--- config.mk ---
export PLATFORM = sky130hd
export DESIGN_NAME = pe_operand_loader
export DESIGN_NICKNAME = d
export VERILOG_FILES = /design/src/rtl/pe_pkg.sv /design/src/rtl/bram_read_stream.sv /design/src/rtl/pe_operand_loader.sv
export SDC_FILE = /design/constraint.sdc
export NUM_CORES = 1
export LEC_CHECK = 0
export ABC_AREA = 1
export CORE_ASPECT_RATIO = 1.75
export CORE_MARGIN = 1
export CORE_UTILIZATION = 33
export CTS_CLUSTER_DIAMETER = 30
export DETAILED_ROUTE_END_ITERATION = 12
export SYNTH_ARGS = -nofsm -noshare
export SYNTH_HDL_FRONTEND = slang
export SYNTH_SLANG_ARGS = --single-unit
--- constraint.sdc ---
create_clock -name clk -period 1.9 [get_ports clk]
set_clock_uncertainty 0.15 [all_clocks]
set_input_delay 0.285 -clock clk [delete_from_list [all_inputs] [get_ports clk]]
set_output_delay 0.285 -clock clk [all_outputs]
set_load 0.005 [all_outputs]
--- src/rtl/pe_pkg.sv ---
// Shared sizes, operand-count helpers and loader state encoding for PE wrappers.
package pe_pkg;

  localparam int DEF_TILE_SIZE    = 4;
  localparam int DEF_KERNEL_SIZE  = 3;
  localparam int DEF_CHANNELS     = 3;
  localparam int DEF_DATA_WIDTH   = 8;
  localparam int DEF_KERNEL_WIDTH = 8;

  typedef enum logic [1:0] {
    S_IDLE,
    S_FETCH,
    S_DRAIN,
    S_HOLD
  } state_t;

  function automatic int calc_ni(input int tile_size, input int channels);
    return tile_size * tile_size * channels;
  endfunction

  function automatic int calc_nk(input int kernel_size, input int channels);
    return kernel_size * kernel_size * channels;
  endfunction

endpackage

--- src/rtl/bram_read_stream.sv ---
// Issues N consecutive BRAM reads from a base address and shifts returned data into a flat bus.
// Data returns LAT cycles after each issue; first element returned ends up in the MSBs.
module bram_read_stream #(
  parameter int N   = 48,
  parameter int AW  = 15,
  parameter int W   = 8,
  parameter int LAT = 1
) (
  input  logic          clk,
  input  logic          reset_n,
  input  logic          launch,
  input  logic [AW-1:0] base,
  output logic [AW-1:0] addr,
  output logic          en,
  input  logic [W-1:0]  dout,
  output logic [N*W-1:0] flat,
  output logic          pending
);

  localparam int CW = $clog2(N + 1);

  logic [CW-1:0]  cnt;
  logic [LAT-1:0] vpipe;

  // cnt holds the number of the issue currently on the bus; wrap of addr is intentional
  always_ff @(posedge clk or negedge reset_n) begin
    if (!reset_n) begin
      addr <= '0;
      en   <= 1'b0;
      cnt  <= '0;
    end else if (launch) begin
      addr <= base;
      en   <= 1'b1;
      cnt  <= CW'(1);
    end else if (en) begin
      if (cnt == CW'(N)) begin
        en <= 1'b0;
      end else begin
        addr <= addr + AW'(1);
        cnt  <= cnt + CW'(1);
      end
    end
  end

  always_ff @(posedge clk or negedge reset_n) begin
    if (!reset_n) begin
      vpipe <= '0;
    end else begin
      vpipe[0] <= en;
      for (int i = 1; i < LAT; i++) begin
        vpipe[i] <= vpipe[i-1];
      end
    end
  end

  // Shifting in at the LSB places element k at slot N-1-k after N captures
  always_ff @(posedge clk or negedge reset_n) begin
    if (!reset_n) begin
      flat <= '0;
    end else if (vpipe[LAT-1]) begin
      flat <= {flat[N*W-W-1:0], dout};
    end
  end

  assign pending = en | (|vpipe);

endmodule

--- src/rtl/pe_operand_loader.sv ---
// Fetches an input tile and optionally a kernel from BRAM and presents them flattened to a PE.
// operands_valid rises max(NI,NKeff)+BRAM_LATENCY+1 cycles after start; held until operands_ready.
module pe_operand_loader
  import pe_pkg::*;
#(
  parameter int TILE_SIZE     = DEF_TILE_SIZE,
  parameter int KERNEL_SIZE   = DEF_KERNEL_SIZE,
  parameter int CHANNELS      = DEF_CHANNELS,
  parameter int DATA_WIDTH    = DEF_DATA_WIDTH,
  parameter int KERNEL_WIDTH  = DEF_KERNEL_WIDTH,
  parameter int BRAM_LATENCY  = 1,
  parameter int IN_ADDR_WIDTH = 15,
  parameter int K_ADDR_WIDTH  = 8,
  localparam int NI = calc_ni(TILE_SIZE, CHANNELS),
  localparam int NK = calc_nk(KERNEL_SIZE, CHANNELS)
) (
  input  logic                     clk,
  input  logic                     reset_n,
  input  logic                     start,
  input  logic                     reload_kernel,
  input  logic [IN_ADDR_WIDTH-1:0] in_base,
  input  logic [K_ADDR_WIDTH-1:0]  k_base,
  output logic                     busy,
  output logic [IN_ADDR_WIDTH-1:0] in_addr,
  output logic                     in_en,
  input  logic [DATA_WIDTH-1:0]    in_dout,
  output logic [K_ADDR_WIDTH-1:0]  k_addr,
  output logic                     k_en,
  input  logic [KERNEL_WIDTH-1:0]  k_dout,
  output logic [NI*DATA_WIDTH-1:0] flatten_input,
  output logic [NK*KERNEL_WIDTH-1:0] flatten_kernel,
  output logic                     operands_valid,
  input  logic                     operands_ready
);

  state_t state, state_nxt;
  logic   launch;
  logic   in_pending, k_pending;

  assign launch = (state == S_IDLE) && start;

  bram_read_stream #(
    .N(NI), .AW(IN_ADDR_WIDTH), .W(DATA_WIDTH), .LAT(BRAM_LATENCY)
  ) u_in_stream (
    .clk     (clk),
    .reset_n (reset_n),
    .launch  (launch),
    .base    (in_base),
    .addr    (in_addr),
    .en      (in_en),
    .dout    (in_dout),
    .flat    (flatten_input),
    .pending (in_pending)
  );

  // Kernel stream only launches on a reload, so its bus is untouched otherwise
  bram_read_stream #(
    .N(NK), .AW(K_ADDR_WIDTH), .W(KERNEL_WIDTH), .LAT(BRAM_LATENCY)
  ) u_k_stream (
    .clk     (clk),
    .reset_n (reset_n),
    .launch  (launch && reload_kernel),
    .base    (k_base),
    .addr    (k_addr),
    .en      (k_en),
    .dout    (k_dout),
    .flat    (flatten_kernel),
    .pending (k_pending)
  );

  always_ff @(posedge clk or negedge reset_n) begin
    if (!reset_n) begin
      state <= S_IDLE;
    end else begin
      state <= state_nxt;
    end
  end

  always_comb begin
    state_nxt = state;
    case (state)
      S_IDLE:  if (start) state_nxt = S_FETCH;
      S_FETCH: if (!in_en && !k_en) state_nxt = S_DRAIN;
      S_DRAIN: if (!in_pending && !k_pending) state_nxt = S_HOLD;
      S_HOLD:  if (operands_ready) state_nxt = S_IDLE;
      default: state_nxt = S_IDLE;
    endcase
  end

  assign busy           = (state != S_IDLE);
  assign operands_valid = (state == S_HOLD);

endmodule

[Word-level counts from Yosys, hierarchy flattened]
Index checks and enable logic that the tools add are counted.
Word-level totals
  word-level logic and storage cells: 66
  input bits: 44
  memory bits (writable): 0
  output and inout port bits: 627
  memories: 0
  memory bits (read-only): 0
  latch bits: 0
  register bits: 640
Cells by class
  shift-type cells: 0
  multiplexer cells: 23
  equality and inequality tests: 11
  bitwise operators: 2
  divide/modulo/power cells: 0
  add/sub/neg operators: 4
  multiply operators: 0
  $lt $le $gt $ge: 0
  reductions and logical operators: 15
Operators by type and width (number)
  15-bit two-way mux: 3
  8-bit two-way mux: 3
  6-bit two-way mux: 3
  15-bit by 1-bit adder with 15-bit output, second input constant: 1
  5-bit two-way mux: 3
  8-bit by 1-bit adder with 8-bit output, second input constant: 1
  2-bit two-way mux: 4
  2-bit inequality test, second input constant: 4
  2-bit case mux with 4 select lines: 1
  6-bit by 1-bit adder with 6-bit output, second input constant: 1
  6-bit equality test, second input constant: 1
  1-bit two-way mux: 6
  2-bit nonzero test: 3
  5-bit by 1-bit adder with 5-bit output, second input constant: 1
  5-bit equality test, second input constant: 1
  2-bit equality test, second input constant: 2
  1-bit logical AND: 4
  1-bit logical NOT: 4
  2-bit by 1-bit inequality test with 1-bit output, second input constant: 2
  2-bit AND reduction: 2
  4-bit AND reduction: 1
  2-bit by 1-bit equality test with 1-bit output, second input constant: 1
  2-bit logical NOT: 1
  1-bit OR: 2

[Logic depth before layout (Yosys ltp)]
  depth in word-level cells: 5
  gate-level depth with buffers: 10
  gate-level depth less buffers: 10

[Modules after synthesis]
Synthesis repeated with hierarchy kept, for this count alone.
Second synthesis, totals
  cells, all modules: 2543
  area total of the unflattened synthesis: 25192.9 um^2
Modules (own cells, without submodules)
  bram_read_stream (u_in_stream): sequential area each 10184.8 um^2, cells an instance 1607, instances 1, area an instance 15992.8 um^2
  bram_read_stream (u_k_stream): sequential area each 5780.5 um^2, cells an instance 906, instances 1, area an instance 8989.9 um^2
  pe_operand_loader: sequential area each 50.0 um^2, cells an instance 30, instances 1, area an instance 210.2 um^2

[Worst setup path before layout]
No wires, ideal clock.
  path kind: register to register
  start point: register state[0]
  end point: register u_k_stream.addr[3]
  arrival time: 1371 ps
  slack: 249 ps
  data required time: 1620 ps
  cell stages (with the launch flop): 9
  path buffers: 1
  period minus slack after synthesis: 1651 ps
  setup time: 130 ps
  path through: dfrtp_1 inv_1 ha_1 nand2_2 inv_2 nand2_4 buf_2 o211ai_1 o21ai_0
Between the ends
  cells in the longest elaborated chain, start to end: 5
  elaborated cells between the ends (all ways): 7
  those cells by class: 1 x eq/ne; 1 x mux; 5 x reduce/logical
RTL lines
  start, declared: RTL line pe_operand_loader.sv:36  | state_t state, state_nxt;
  start signal, assigned: RTL line pe_operand_loader.sv:75  | state <= state_nxt;
  2-bit logical NOT *: RTL line pe_operand_loader.sv:40  | assign launch = (state == S_IDLE) && start;
  1-bit logical AND *: RTL line pe_operand_loader.sv:40
  1-bit logical AND *: RTL line pe_operand_loader.sv:62  | .launch (launch && reload_kernel),
  2-bit by 1-bit inequality test with 1-bit output (no line) / 2-bit nonzero test (equally long branches)
  2-bit AND reduction (no line)
  end signal, assigned: RTL line bram_read_stream.sv:32  | addr <= base;
  end signal, assigned: RTL line bram_read_stream.sv:39  | addr <= addr + AW'(1);
  end, declared: RTL line bram_read_stream.sv:13  | output logic [AW-1:0] addr,
Every way passes the cells marked *; elsewhere a longest branch is shown, timed or not.
A chain may end at the register's enable or synchronous reset.

[Worst setup path in the final report]
  start point: register state[1]
  end point: output port busy
Between the ends
  cells in the longest elaborated chain, start to end: 1
RTL lines
  2-bit nonzero test: RTL line pe_operand_loader.sv:90  | assign busy = (state != S_IDLE);
  end, declared: RTL line pe_operand_loader.sv:23  | output logic busy,
Every way passes these cells.

==> summary by stage <==
Route
The detailed-route wire length is 81.98 mm. The final routed wire length divided by cell count is 18.31 um. After detailed routing, the number of vias per cell comes to 4.605.

The first detailed-routing pass ran for 7 iterations. For this run, design rule violations remaining after detail routing come to 0. The count of nets left with antenna violations once routing finished came out at 0. The routed layout has about 21000 vias.

The number of violations reported at the end of detailed-routing iteration 0 is 1256.

Placement
At the end of routability-driven placement, the weighted congestion stood at ~0.86. The placed wire-length estimate is 57.56 mm. Input and output buffers added on the ports amount to between 600 and 700.

OpenSTA, run right after detailed placement, puts the worst setup slack at -0.00003397 ns. After detailed placement, the design holds a cell count of 4116.

Logic synthesis
The post-synthesis sequential area ratio is 65.12%. The number of warning messages in the yosys log is 0. Counting flops and latches in the post-synthesis netlist gives 640.

The netlist area before placement is 24590 um2. The number of different library cells used by synthesis comes to 32. The post-synthesis net count is 2637. The library cell with the largest summed area after synthesis is dfrtp_1. The area share of the leading cell type in the synthesized netlist is 65.12%. Ranked by total cell area, the synthesized netlist is headed by dfrtp_1 65%, o21ai_0 12%, nand2_1 11%. The average instance in the mapped netlist occupies ~9.5 um2. The synthesized instance count is about 2600.

Worst setup path
The critical setup path kind is flop to output pin. For the worst setup path, the data arrival time is 1.50 ns. The type of destination of the critical path is an output pin. Traced cell by cell, the critical path runs through inv_2, ha_4, inv_2, buf_6. The most common cell type on the critical path is inv_2. The slowest stage of the critical path belongs to the cell dfrtp_1. The highest net fanout along the worst path is 4. The critical path's largest stage delay is about 0.41 ns. The gate family responsible for the most delay along the worst path is flip-flops. The count of buffering cells on the critical path with inverters included is 3.

The required time of the critical path is roughly 1.5 ns. STA classifies the critical path startpoint as a flop.

STA
The final critical-path required period is 1.932 ns. For the final routed database, the setup TNS stands at -0.04440 ns. After layout, the worst path uses 101.7% of the clock period.

Setup repair after global routing could not meet its margin everywhere. Setup violations remaining at the end of the flow were counted as 2. The worst pin sits at a relative slew slack of 62.12%. Across all setup checks in the final design, the least slack found is -0.03195 ns.

Hold timing on the final database bottoms out at a slack of 0.06868 ns. The slew at the pin with the worst max-slew slack is 0.5683 ns. The final number of max-transition violations is 0.

The hold violation count in the final report is 0. For this run, the top clock speed supported by timing is 0.5176 GHz.

Floorplanning
The core footprint is approximately 74000 um2. The die is 208.4 um wide. The initial cell density of the core is 33.31%.

The die covers 75660 um2. The number of standard-cell rows in the floorplan is ~130. Pin placement for this block handled 671 I/O pins. The die boundary height is 363.1 um.

Global routing
The global-route wire length before repair is 125.5 mm. The number of global-route vias before repair is 20889. The pin count of the biggest net entering global routing is 121.

Summed over all layers, the global routing overflow is 0. The number of antenna violations at the first check in global routing was 3. Global routing used 21.72% of the available tracks across all layers.

Power
The share of total power dissipated in sequential elements is 36.5%. The switching fraction of total power is 31.88%. Dividing total power by cell area gives a power density of 1455 nW/um2. Across the VDD grid, the largest voltage drop is 0.8251 mV. In this run the static leakage power is 18.49 nW.

The total power consumption of the routed design is 0.05363 W. The fraction of power consumed by combinational cells is about 27%. The internal power summed over all cells is 0.03653 W. The net switching power is 0.01709 W. The part of the power in the clock network is 36.3%.

Layout
The finished layout holds 4478 standard cells, fillers aside. The library cell used most frequently in the layout, excluding fill and tap cells, is nand2_1. The number of nets in the layout is 3508. Leaving out fill and tap cells, the most frequent cells in the layout are 718 x nand2_1, 620 x dfrtp_1, 605 x o21ai_0. The area growth from synthesis to layout is 49.91%. In the final layout, the share of cells above drive strength 1 is 12.97%.

CTS
TritonCTS built the clock tree. The number of clock buffers inserted by TritonCTS is 105. The clock passes through at most 3 buffers. Clock latency on the worst-skew pair, taken at its later pin, is about 0.7 ns. The number of H-tree levels is 3. CTS saw 640 sinks. The clock slew at the register clock pins of the worst setup and hold paths is approximately 0.050 ns. The root buffer selected by CTS is clkbuf_16.

Job
Across the run, the number of max-cap violations was 0.

Min path
The type of the worst min-delay path is input pin to flop.

Outcome
The checks that failed: negative setup slack. The run finished, with violations left.
==> layout make-up <==
type                    count  area (um2)
well taps                 938        1174
fillers                  7039       36960
flip-flops and latches    640       16050
diodes                      1       2.502
repair buffers            903        8087
multi-input cells        1468        6606
clock buffers             136        2967
inverters                 336        1281
clock inverters            56       705.7
==> cell families (layout without fill, tap and decap cells) <==
logic type,Yosys count,after routing,share of synthesized area (%)
and+or+nand+nor,825,825,13.15
DFF,640,640,65.12
AOI/OAI and AO/OA,625,625,12.82
buffers and inverters,475,1431,8.125
adders and majority gates,10,10,0.5088
xor gates and xnor gates,8,8,0.2849
other,0,1,0
==> state kept, by name, indices dropped and copies added (netlist names) <==
| signal | count |
|---|---|
| u_in_stream.addr | 15 |
| u_k_stream.flat | 216 |
| u_k_stream.en | 1 |
| u_in_stream.en | 1 |
| state | 2 |
| u_k_stream.addr | 8 |
| u_k_stream.vpipe | 1 |
| u_k_stream.cnt | 5 |
| u_in_stream.cnt | 6 |
| u_in_stream.flat | 384 |
| u_in_stream.vpipe | 1 |
==> per-stage QoR <==
| stage | utilization (%) | instance area (um2) |
|---|---|---|
| final | 49.94 | 36870 |
| after floorplan | - | 24590 |
| after CTS | 49.84 | 36800 |
| after global placement | 44.10 | 32560 |
| after global routing | 49.94 | 36870 |
| after detailed placement | 44.10 | 32560 |
==> synth_stat cells (all sizes together) <==
library cell,count
buf,77
nand3,39
inv,336
xor2,7
nand2,723
xnor2,1
nand4,14
nor2,43
a21oi,2
o21ai,618
o211ai,2
nand3b,2
a31oi,1
ha,10
dfrtp,640
o22ai,2
or2,4
clkbuf,62
==> layer usage <==
layer	GRT usage, %	up-vias	share of wire, %
met4	13.28	2	5.7
met1	23.53	9854	37
met3	6.935	167	7.8
li1	-	9902	-
met2	36.90	698	49
met5	0	-	0.016
==> path summary, 6_finish.rpt <==
kind / start / end / slack (ns) / cells past startpoint
worst max-delay path: state[1] / busy / -0.03 / 4
worst min register to register: u_in_stream.flat[383] / u_in_stream.flat[383] / 0.33 / 2
worst max register to register: state[0] / u_k_stream.addr[4] / 0.14 / 9
min in group asynchronous: reset_n / u_in_stream.flat[351] / 0.46 / 3
max in group asynchronous: reset_n / u_in_stream.flat[207] / 0.27 / 5
worst min-delay path: k_dout[0] / u_k_stream.flat[0] / 0.07 / 3
==> power by group through the flow <==
stage / Sequential [W] / Clock, W / Combinational, W
global placement: 0.0202 / 0 / 0.0149
global route: 0.0201 / 0.0205 / 0.0162
floorplan: 0.0198 / 0 / 0.00537
CTS: 0.0196 / 0.0199 / 0.0147
finish: 0.0196 / 0.0194 / 0.0146
detailed placement: 0.0203 / 0 / 0.0150
==> worst min-delay path, stage by stage <==
cell             delay, ns
clkdlybuf4s50_1       0.42
nand2_1               0.07
o21ai_0               0.07
==> what timing repair did <==
action | CTS | global route
buffers inserted | 150 | 5
hold endpoints to repair | 652 | 17
hold buffers | 14 | 1
cloned | 0 | 0
pin swaps | 0 | 1
resized for setup | 703 | 9
endpoints found under the setup margin | 629 | 32
Power figures use the tool's default switching activity.
